<file path="config.mk">
export PLATFORM = sky130hd
export DESIGN_NAME = aram_arbiter
export DESIGN_NICKNAME = d
export VERILOG_FILES = /design/src/rtl/aram_pkg.sv /design/src/rtl/aram_arb_select.sv /design/src/rtl/aram_arbiter.sv
export SDC_FILE = /design/constraint.sdc
export NUM_CORES = 1
export LEC_CHECK = 0
export ABC_AREA = 1
export CORE_ASPECT_RATIO = 0.75
export CORE_MARGIN = 8
export CORE_UTILIZATION = 30
export CTS_CLUSTER_DIAMETER = 80
export DETAILED_ROUTE_END_ITERATION = 7
export PLACE_DENSITY = 0.7
export RECOVER_POWER = 50
export SLEW_MARGIN = 20
export SYNTH_ARGS = -nofsm -noshare
export SYNTH_HDL_FRONTEND = slang
export SYNTH_SLANG_ARGS = --single-unit
</file>
<file path="constraint.sdc">
create_clock -name clock -period 2.5 [get_ports clock]
set_input_delay 0.5 -clock clock [delete_from_list [all_inputs] [get_ports clock]]
set_output_delay 0.5 -clock clock [all_outputs]
set_load 0.02 [all_outputs]
</file>
<file path="src/rtl/aram_pkg.sv">
// Shared types and constants for the audio RAM (ARAM) arbiter.
// Latency: n/a (declarations only).
// Backpressure: n/a.
package aram_pkg;

  localparam int ARAM_ADDR_W = 16;
  localparam int ARAM_DATA_W = 8;

  // Saturation ceiling of the 4-bit CPU starvation counter.
  localparam logic [3:0] CPU_WAIT_SAT = 4'hF;

  typedef enum logic [1:0] {
    IDLE  = 2'd0,
    ISSUE = 2'd1,
    WAIT  = 2'd2,
    ACK   = 2'd3
  } state_e;

  typedef enum logic {
    OWNER_DSP = 1'b0,
    OWNER_CPU = 1'b1
  } owner_e;

endpackage

</file>
<file path="src/rtl/aram_arb_select.sv">
// Winner pick for the ARAM port: DSP has fixed priority unless the CPU has starved.
// Latency: purely combinational.
// Backpressure: none; the caller only consults it while idle.
//
// Ports:
//   dsp_req, cpu_req : request levels
//   cpu_wait         : consecutive DSP grants taken while the CPU was waiting
//   grant            : some requester is asking
//   owner            : which requester wins when grant is high
module aram_arb_select
  import aram_pkg::*;
#(
  parameter int CPU_MAX_WAIT = 2
) (
  input  logic       dsp_req,
  input  logic       cpu_req,
  input  logic [3:0] cpu_wait,
  output logic       grant,
  output owner_e     owner
);

  localparam logic [3:0] MAX_WAIT = 4'(CPU_MAX_WAIT);

  logic cpu_turn;

  always_comb begin
    grant    = dsp_req | cpu_req;
    // The CPU wins when it is alone, or when it has waited long enough.
    cpu_turn = cpu_req && (!dsp_req || (cpu_wait >= MAX_WAIT));
    owner    = cpu_turn ? OWNER_CPU : OWNER_DSP;
  end

endmodule

</file>
<file path="src/rtl/aram_arbiter.sv">
// Shares the single ARAM port between the S-DSP and the SPC700 via req/ack handshakes.
// Latency: req sampled at E0, ack high in the cycle after E(1+READ_LATENCY); one access per 3+READ_LATENCY cycles.
// Backpressure: a requester holds req/we/addr/wdata until its one-cycle ack; the loser simply waits.
//
// Ports:
//   clock, reset                         : clock, async active-high reset
//   dsp_* / cpu_*                        : requester interfaces (req, we, addr, wdata in; ack, rdata out)
//   ram_address/ram_wdata/ram_write_enable: ARAM drive; ram_rdata is READ_LATENCY cycles behind the address
//   busy                                 : an access is in flight
// Optional (ARAM_ARB_STATS_EN): stat_dsp_grants, stat_cpu_grants, stat_cpu_max_wait.
module aram_arbiter
  import aram_pkg::*;
#(
  parameter int ADDR_W       = ARAM_ADDR_W,
  parameter int DATA_W       = ARAM_DATA_W,
  parameter int READ_LATENCY = 1,
  parameter int CPU_MAX_WAIT = 2
) (
  input  logic              clock,
  input  logic              reset,
  input  logic              dsp_req,
  input  logic              dsp_we,
  input  logic [ADDR_W-1:0] dsp_addr,
  input  logic [DATA_W-1:0] dsp_wdata,
  output logic              dsp_ack,
  output logic [DATA_W-1:0] dsp_rdata,
  input  logic              cpu_req,
  input  logic              cpu_we,
  input  logic [ADDR_W-1:0] cpu_addr,
  input  logic [DATA_W-1:0] cpu_wdata,
  output logic              cpu_ack,
  output logic [DATA_W-1:0] cpu_rdata,
  output logic [ADDR_W-1:0] ram_address,
  output logic [DATA_W-1:0] ram_wdata,
  output logic              ram_write_enable,
  input  logic [DATA_W-1:0] ram_rdata,
  output logic              busy
`ifdef ARAM_ARB_STATS_EN
  ,
  output logic [15:0]       stat_dsp_grants,
  output logic [15:0]       stat_cpu_grants,
  output logic [3:0]        stat_cpu_max_wait
`endif
);

  localparam logic [1:0] WAIT_LAST = 2'(READ_LATENCY - 1);

  state_e     state;
  owner_e     owner;
  logic       lat_we;
  logic [1:0] wait_cnt;
  logic [3:0] cpu_wait;
  logic [3:0] cpu_wait_next;

  logic   sel_grant;
  owner_e sel_owner;

  aram_arb_select #(
    .CPU_MAX_WAIT(CPU_MAX_WAIT)
  ) u_select (
    .dsp_req (dsp_req),
    .cpu_req (cpu_req),
    .cpu_wait(cpu_wait),
    .grant   (sel_grant),
    .owner   (sel_owner)
  );

  // Starvation counter value after this cycle's grant (only used when a grant happens).
  always_comb begin
    cpu_wait_next = cpu_wait;
    if (sel_owner == OWNER_CPU) begin
      cpu_wait_next = 4'd0;
    end else if (cpu_req && (cpu_wait != CPU_WAIT_SAT)) begin
      cpu_wait_next = cpu_wait + 4'd1;
    end
  end

  assign busy = (state != IDLE);

  // ram_address / ram_wdata double as the latched address and write data, so
  // they naturally hold their last value outside an access.
  always_ff @(posedge clock or posedge reset) begin
    if (reset) begin
      state            <= IDLE;
      owner            <= OWNER_DSP;
      lat_we           <= 1'b0;
      wait_cnt         <= 2'd0;
      cpu_wait         <= 4'd0;
      ram_address      <= '0;
      ram_wdata        <= '0;
      ram_write_enable <= 1'b0;
      dsp_ack          <= 1'b0;
      cpu_ack          <= 1'b0;
      dsp_rdata        <= '0;
      cpu_rdata        <= '0;
    end else begin
      dsp_ack <= 1'b0;
      cpu_ack <= 1'b0;
      case (state)
        IDLE: begin
          if (sel_grant) begin
            owner    <= sel_owner;
            cpu_wait <= cpu_wait_next;
            state    <= ISSUE;
            if (sel_owner == OWNER_CPU) begin
              lat_we           <= cpu_we;
              ram_address      <= cpu_addr;
              ram_wdata        <= cpu_wdata;
              ram_write_enable <= cpu_we;
            end else begin
              lat_we           <= dsp_we;
              ram_address      <= dsp_addr;
              ram_wdata        <= dsp_wdata;
              ram_write_enable <= dsp_we;
            end
          end
        end
        ISSUE: begin
          ram_write_enable <= 1'b0;
          wait_cnt         <= 2'd0;
          state            <= WAIT;
        end
        WAIT: begin
          if (wait_cnt == WAIT_LAST) begin
            state <= ACK;
            if (owner == OWNER_CPU) begin
              cpu_ack <= 1'b1;
              if (!lat_we) cpu_rdata <= ram_rdata;
            end else begin
              dsp_ack <= 1'b1;
              if (!lat_we) dsp_rdata <= ram_rdata;
            end
          end else begin
            wait_cnt <= wait_cnt + 2'd1;
          end
        end
        ACK: begin
          state <= IDLE;
        end
        default: begin
          state <= IDLE;
        end
      endcase
    end
  end

`ifdef ARAM_ARB_STATS_EN
  always_ff @(posedge clock or posedge reset) begin
    if (reset) begin
      stat_dsp_grants   <= 16'd0;
      stat_cpu_grants   <= 16'd0;
      stat_cpu_max_wait <= 4'd0;
    end else if ((state == IDLE) && sel_grant) begin
      if (sel_owner == OWNER_CPU) stat_cpu_grants <= stat_cpu_grants + 16'd1;
      else                        stat_dsp_grants <= stat_dsp_grants + 16'd1;
      if (cpu_wait_next > stat_cpu_max_wait) stat_cpu_max_wait <= cpu_wait_next;
    end
  end
`endif

endmodule

</file>
==> reports/summary.txt, run 1 <==
Run status: completed
Number of synthesized flops with an enable pin: 0
Net count, final: 487
Io pins: 106
Resized Gates After CTS: 0
Mapped Nets: 382
WS Path Type: flip-flop to primary output
Core ar.: 0.00831 mm²
Port Buffers: 105
Clock power frac: 0.117
Cell Pwr Density: 1140 mW/mm²
Die ar.: 0.0116 mm²
Initial antenna violation count: 0
Fillers: 832
Leakage: 1.86 nW
Cells after synthesis: 314
Clock sink count: 53
Worst EP arrival: 1.73 ns
Yosys top cell area share: 0.527
Max Clk Rate: 0.448 GHz
Vias per cell: 4.48
DP HPWL: 5760 µm
Worst Path Required: 2.00 ns
Num CTS Buffers: 5
Setup slack, reg-to-reg: 0.79 ns
Hold Buf Count CTS: 0
Max transition margin: 0.256
GRT Util Overall: 0.130
CTS tree: built
Mapped cell area: 0.00252 mm²
Final setup fails: 0
Initial Utilization: 0.303
Net Sw Power: 0.00184 W
#FFs+latches synth: 53
Mapped Avg Cell Area: 8.01 µm²
Switching Fraction: 0.430
First-pass GRT wire length: 12000 µm
H-tree depth: 2
Internal power: 0.00244 W
Critical path peak fanout: 4
Grt ovf: 0
Area delta synth->final: 49.3%
Clock Tree Buf Depth: 2
Routed via count: 2368
Biggest area consumer among synthesized cells: dfrtp_1
Synthesis warning total: 0
Wire per inst: 13.9 µm
Max VDD drop: 0.481 mV
Root Driver: clkbuf_8
Row count: 29
Slew Limit Fails: 0
TNS Setup: 0 ns
RSZ-0062 raised after global routing: false
Share of layout cells above drive strength 1: 0.0476
Clock skew: 0.00816 ns
List of most frequent post-synthesis cells: 150 x nand2_1, 53 x dfrtp_1, 26 x nand3_1
Max-cap violations: 0
Global placer's final weighted congestion: 0.741
Hold Vio Cnt, Final: 0
Hold_ws: 0.448 ns
Die X: 122 µm
Die height: 95.3 µm
ANT cells: 0
DR DRC count: 0
Hold crit path type: flip-flop to flip-flop
Postcts setup bufs: 0
Count of cell types in the netlist: 25
Antenna viol nets, final: 0
Clock Pin Slew Worst Setup and Hold Paths: 0.10 ns
Ranking of synthesized cells by area: dfrtp_1 53%, nand2_1 22%, nand3_1 5.2%, o21ai_0 3.8%, inv_1 3.4%
Ys async rst share: 1.00
Min Clock Period, post-route: 2.23 ns
Main synth FF type: dfrtp_1
Most common cell in the netlist: nand2_1
Sequential share of the synthesized area: 0.527
Startpoint type of the worst setup path: flip-flop
Drt first pass iters: 4
Period utilization: 0.893
Vias in the first global route: 2466
Largest net degree at the start of global routing: 29
Initial DRC Count: 136
Combinational group share of total power: 0.542
Reg power frac: 0.341
Routed WL: 7360 µm
Worst Setup End Kind: primary output
Clk_lat worst skew: 0.31 ns
Worst Tran Pin Value: 1.11 ns
Pwr Total: 0.00428 W
[path summary, 6_finish.rpt]
kind,cells past startpoint,to,startpoint
hold / removal,1,dsp_ack$_DFF_PP0_,owner$_DFFE_PP0P_
max in group asynchronous,3,cpu_ack$_DFF_PP0_,reset
hold reg to reg,1,dsp_ack$_DFF_PP0_,owner$_DFFE_PP0P_
setup / recovery,4,busy,state[0]$_DFFE_PP0P_
setup reg to reg,6,dsp_rdata[7]$_DFFE_PP0P_,state[0]$_DFFE_PP0P_
min in group asynchronous,2,ram_wdata[1]$_DFFE_PP0P_,reset
[routing by layer]
metal | global-route usage | wire length [µm]
met5 | 0 | 0
met4 | 0.0235 | 30
met3 | 0.0420 | 615
met2 | 0.216 | 3290
met1 | 0.163 | 3420
[cell type report]
| class | instances | area [µm²] | share of cell area |
|---|---|---|---|
| timing repair buffer | 111 | 1100 | 0.294 |
| sequential | 53 | 1330 | 0.353 |
| multi-input combinational | 223 | 1000 | 0.267 |
| clock buffer | 5 | 68.8 | 0.0183 |
| clock inverter | 3 | 22.5 | 0.00600 |
| inverter | 25 | 93.8 | 0.0250 |
| tap | 108 | 135 | 0.0360 |
[cell families (layout without fill, tap and decap cells)]
family,after synthesis,count (layout),synth area share
compound gates,29,29,0.0617
xor+xnor,1,1,0.00348
fa+ha+maj,6,6,0.0298
buf+inv,38,144,0.0716
flops,53,53,0.527
simple gates,187,187,0.306
[registers in the layout, indices dropped and copies added, names as in the netlist]
signal / flops
cpu_ack: 1
cpu_rdata: 8
cpu_wait: 4
dsp_ack: 1
dsp_rdata: 8
lat_we: 1
owner: 1
ram_address: 16
ram_wdata: 8
ram_write_enable: 1
state: 2
wait_cnt: 2
[critical path, cell delays in order, from the launching register on]
cell	delay (ns)
dfrtp_1	0.37
inv_1	0.07
ha_1	0.25
inv_1	0.12
clkdlybuf4s50_1	0.61
[cells in the final DEF (no fill, tap or decap), drive strengths merged]
| cell | instances |
|---|---|
| o22ai | 1 |
| nand3 | 27 |
| or2 | 1 |
| buf | 5 |
| dlygate4sd3 | 1 |
| a22oi | 1 |
| nand2 | 153 |
| inv | 25 |
| clkbuf | 6 |
| nor2 | 6 |
| xor2 | 1 |
| a21oi | 2 |
| clkinv | 3 |
| dfrtp | 53 |
| o31ai | 1 |
| o21ai | 24 |
| clkdlybuf4s50 | 104 |
| ha | 6 |
[through the flow]
step | setup WS (ns) | utilization | std cells | cell area (µm²)
2_1_floorplan | 0.714 | - | 314 | 2520
3_3_place_gp | 0.477 | 0.442 | 520 | 3670
3_5_place_dp | 0.424 | 0.442 | 520 | 3670
4_1_cts | 0.251 | 0.453 | 528 | 3760
5_1_grt | 0.147 | 0.452 | 528 | 3760
6_report | 0.268 | 0.452 | 528 | 3760
[power by group through the flow]
stage	registers [W]	clock network [W]	logic, W
final	0.00146	0.000503	0.00232
after global placement	0.00146	0	0.00233
after detailed placement	0.00147	0	0.00238
after global routing	0.00150	0.000559	0.00258
after CTS	0.00146	0.000521	0.00238
after floorplan	0.00185	0	0.000956
No activity file was read; power rests on OpenSTA's default activity.
==> run 2, diff against run 1 <==
--- a/config.mk
+++ b/config.mk
@@ -9,7 +9,7 @@
 export CORE_ASPECT_RATIO = 0.75
 export CORE_MARGIN = 8
 export CORE_UTILIZATION = 30
-export CTS_CLUSTER_DIAMETER = 80
+export CTS_CLUSTER_DIAMETER = 40
 export DETAILED_ROUTE_END_ITERATION = 7
 export PLACE_DENSITY = 0.7
 export RECOVER_POWER = 50
==> constraint.sdc (replaced) <==
create_clock -name clock -period 2.52 [get_ports clock]
set_input_delay 0.504 -clock clock [delete_from_list [all_inputs] [get_ports clock]]
set_output_delay 0.504 -clock clock [all_outputs]
set_load 0.02 [all_outputs]
==> run 2 against run 1 <==
Effect of this change:
- die area stayed put
- clock skew is 0.0045 ns higher
- worst setup slack better by 0.039 ns
- first-iteration DRC count is 10% lower
- via count is 0.30% lower
- register-to-register slack better by 0.02 ns
==> reports/summary.txt, run 2 (same netlist as run 1, synthesis figures left out) <==
Number of flip-flops in the largest register: 16 (unchanged)
Clock skew: 0.0126 ns (was 0.00816 ns)
Origin of the worst setup path: state[0]$_DFFE_PP0P_ (unchanged)
Clock Pin Slew Worst Setup and Hold Paths: 0.11 ns (was 0.10 ns)
Routed via count: 2361 (was 2368)
Die height: 95.3 µm (unchanged)
Hold Vio Cnt, Final: 0 (unchanged)
Grt ovf: 0 (unchanged)
Crit path largest cell delay: 0.61 ns (about the same)
Pwr Total: 0.00426 W (was 0.00428 W)
Root Driver: clkbuf_8 (unchanged)
Max-cap violations: 0 (unchanged)
Vias per cell: 4.47 (was 4.48)
Die ar.: 0.0116 mm² (unchanged)
Core ar.: 0.00831 mm² (unchanged)
Clock power frac: 0.116 (was 0.117)
Internal power: 0.00243 W (was 0.00244 W)
Worst path cell trace: inv_1 > ha_1 > inv_1 > clkdlybuf4s50_1 (unchanged)
Slowest stage cell, crit path: clkdlybuf4s50_1 (unchanged)
Vias in the first global route: 2411 (was 2466)
Startpoint type of the worst setup path: flip-flop (unchanged)
Die X: 122 µm (unchanged)
Most frequent cells in the layout: 152 x nand2_1, 104 x clkdlybuf4s50_1, 53 x dfrtp_1 (unchanged)
Net Sw Power: 0.00183 W (was 0.00184 W)
DP HPWL: 5740 µm (was 5760 µm)
Critical path peak fanout: 4 (unchanged)
R2r worst-path depth: 8 (was 6)
Combinational group share of total power: 0.544 (was 0.542)
Commonest non-fill, non-tap cell in the layout: nand2_1 (unchanged)
Clk_lat worst skew: 0.30 ns (was 0.31 ns)
Initial Utilization: 0.303 (unchanged)
RR Startpoint: cpu_wait[0]$_DFFE_PP0P_ (was state[0]$_DFFE_PP0P_)
Worst Tran Pin Value: 1.10 ns (was 1.11 ns)
Final WS setup: 0.307 ns (was 0.268 ns)
Share of layout cells above drive strength 1: 0.0476 (unchanged)
Reg power frac: 0.340 (was 0.341)
CTS tree: built (unchanged)
Clock Tree Buf Depth: 2 (unchanged)
Fillers: 826 (was 832)
HP Start: owner$_DFFE_PP0P_ (unchanged)
Antenna viol nets, final: 0 (unchanged)
Hold Buf Count CTS: 0 (unchanged)
Initial antenna violation count: 0 (unchanged)
Critical path's most frequent cell: inv_1 (unchanged)
Num CTS Buffers: 5 (unchanged)
DR DRC count: 0 (unchanged)
Finished Layout Cells: 528 (unchanged)
Slew Limit Fails: 0 (unchanged)
Cell Pwr Density: 1130 mW/mm² (was 1140 mW/mm²)
Switching Fraction: 0.430 (about the same)
Final instance area: 0.00376 mm² (about the same)
Max VDD drop: 0.553 mV (was 0.481 mV)
Hold EP: dsp_ack$_DFF_PP0_ (unchanged)
Worst Setup End Kind: primary output (unchanged)
Postcts setup bufs: 0 (unchanged)
Wire per inst: 14.0 µm (was 13.9 µm)
ANT cells: 0 (unchanged)
Min Clock Period, post-route: 2.21 ns
Final setup fails: 0 (unchanged)
Setup slack, reg-to-reg: 0.81 ns (was 0.79 ns)
Resized Gates After CTS: 0 (unchanged)
Drt first pass iters: 4 (unchanged)
Area delta synth->final: 49.4% (was 49.3%)
Period utilization: 0.878
Row count: 29 (unchanged)
Initial DRC Count: 122 (was 136)
TNS Setup: 0 ns (unchanged)
WS Path Type: flip-flop to primary output (unchanged)
Largest net degree at the start of global routing: 29 (unchanged)
Top delay family on crit path: buffers and inverters (unchanged)
Routed WL: 7400 µm (was 7360 µm)
Net count, final: 487 (unchanged)
Hold crit path type: flip-flop to flip-flop (unchanged)
Global placer's final weighted congestion: 0.741 (about the same)
H-tree depth: 2 (unchanged)
Port Buffers: 105 (unchanged)
Run status: completed (unchanged)
Io pins: 106 (unchanged)
Reg-to-Reg End: cpu_wait[1]$_DFFE_PP0P_ (was dsp_rdata[7]$_DFFE_PP0P_)
Placed Area: 0.00367 mm² (unchanged)
Max transition margin: 0.267 (was 0.256)
Max Clk Rate: 0.452 GHz
Buffers & Inverters on Critical Path: 3 (unchanged)
Worst EP arrival: 1.71 ns (was 1.73 ns)
Biggest register: ram_address (unchanged)
Leakage: 1.86 nW (about the same)
First-pass GRT wire length: 11900 µm (was 12000 µm)
Hold Path Cell Cnt: 1 (unchanged)
Placed insts: 520 (unchanged)
Clock sink count: 53 (unchanged)
RSZ-0062 raised after global routing: false (unchanged)
GRT Util Overall: 0.127 (was 0.130)
Worst Path Required: 2.02 ns (was 2.00 ns)
Pre-CTS setup slack: 0.450 ns (was 0.424 ns)
==> run 2: worst register-to-register path, stage by stage (launching register included) <==
cell	delay, ns
dfrtp_1	0.41
inv_1	0.06
ha_1	0.23
nor2_4	0.14
nand3_4	0.19
buf_4	0.26
inv_1	0.08
nand2_1	0.08
o21ai_0	0.20
==> run 2: area by class of cell <==
type / instances / area (µm²) / share of cell area
sequential: 53 / 1330 / 0.353
timing repair buffer: 111 / 1100 / 0.294
multi-input combinational: 223 / 1000 / 0.267
tap: 108 / 135 / 0.0360
inverter: 25 / 93.8 / 0.0250
clock buffer: 5 / 68.8 / 0.0183
clock inverter: 3 / 25.0 / 0.00666
==> run 2: worst max-delay path by stage <==
stage	end	slack [ns]	depth (start not counted)
after floorplan	cpu_ack$_DFF_PP0_	0.73	1
after global placement	lat_we$_DFFE_PP0P_	0.49	9
after detailed placement	ram_write_enable$_DFFE_PP0P_	0.45	9
after CTS	busy	0.27	4
after global routing	cpu_wait[2]$_DFFE_PP0P_	0.14	7
final	busy	0.31	4
==> run 2: layer usage <==
metal  vias up  GRT usage  part of all wire
met4         0     0.0205            0.0049
met5         -          0                 0
met3         4     0.0485             0.086
li1       1189          -                 -
met1      1086      0.163              0.47
met2        82      0.203              0.44
==> run 2: per-stage QoR <==
stage | hold slack (ns) | util
global placement | 0.434 | 0.442
CTS | 0.446 | 0.453
floorplan | 0.425 | -
global route | 0.469 | 0.452
finish | 0.427 | 0.452
detailed placement | 0.438 | 0.442
==> run 2: power by group through the flow <==
stage	sequential [W]	clock, W	combinational [W]
after global routing	0.00149	0.000555	0.00256
after floorplan	0.00183	0	0.000948
after global placement	0.00145	0	0.00231
after detailed placement	0.00146	0	0.00237
final	0.00145	0.000496	0.00232
after CTS	0.00145	0.000518	0.00237
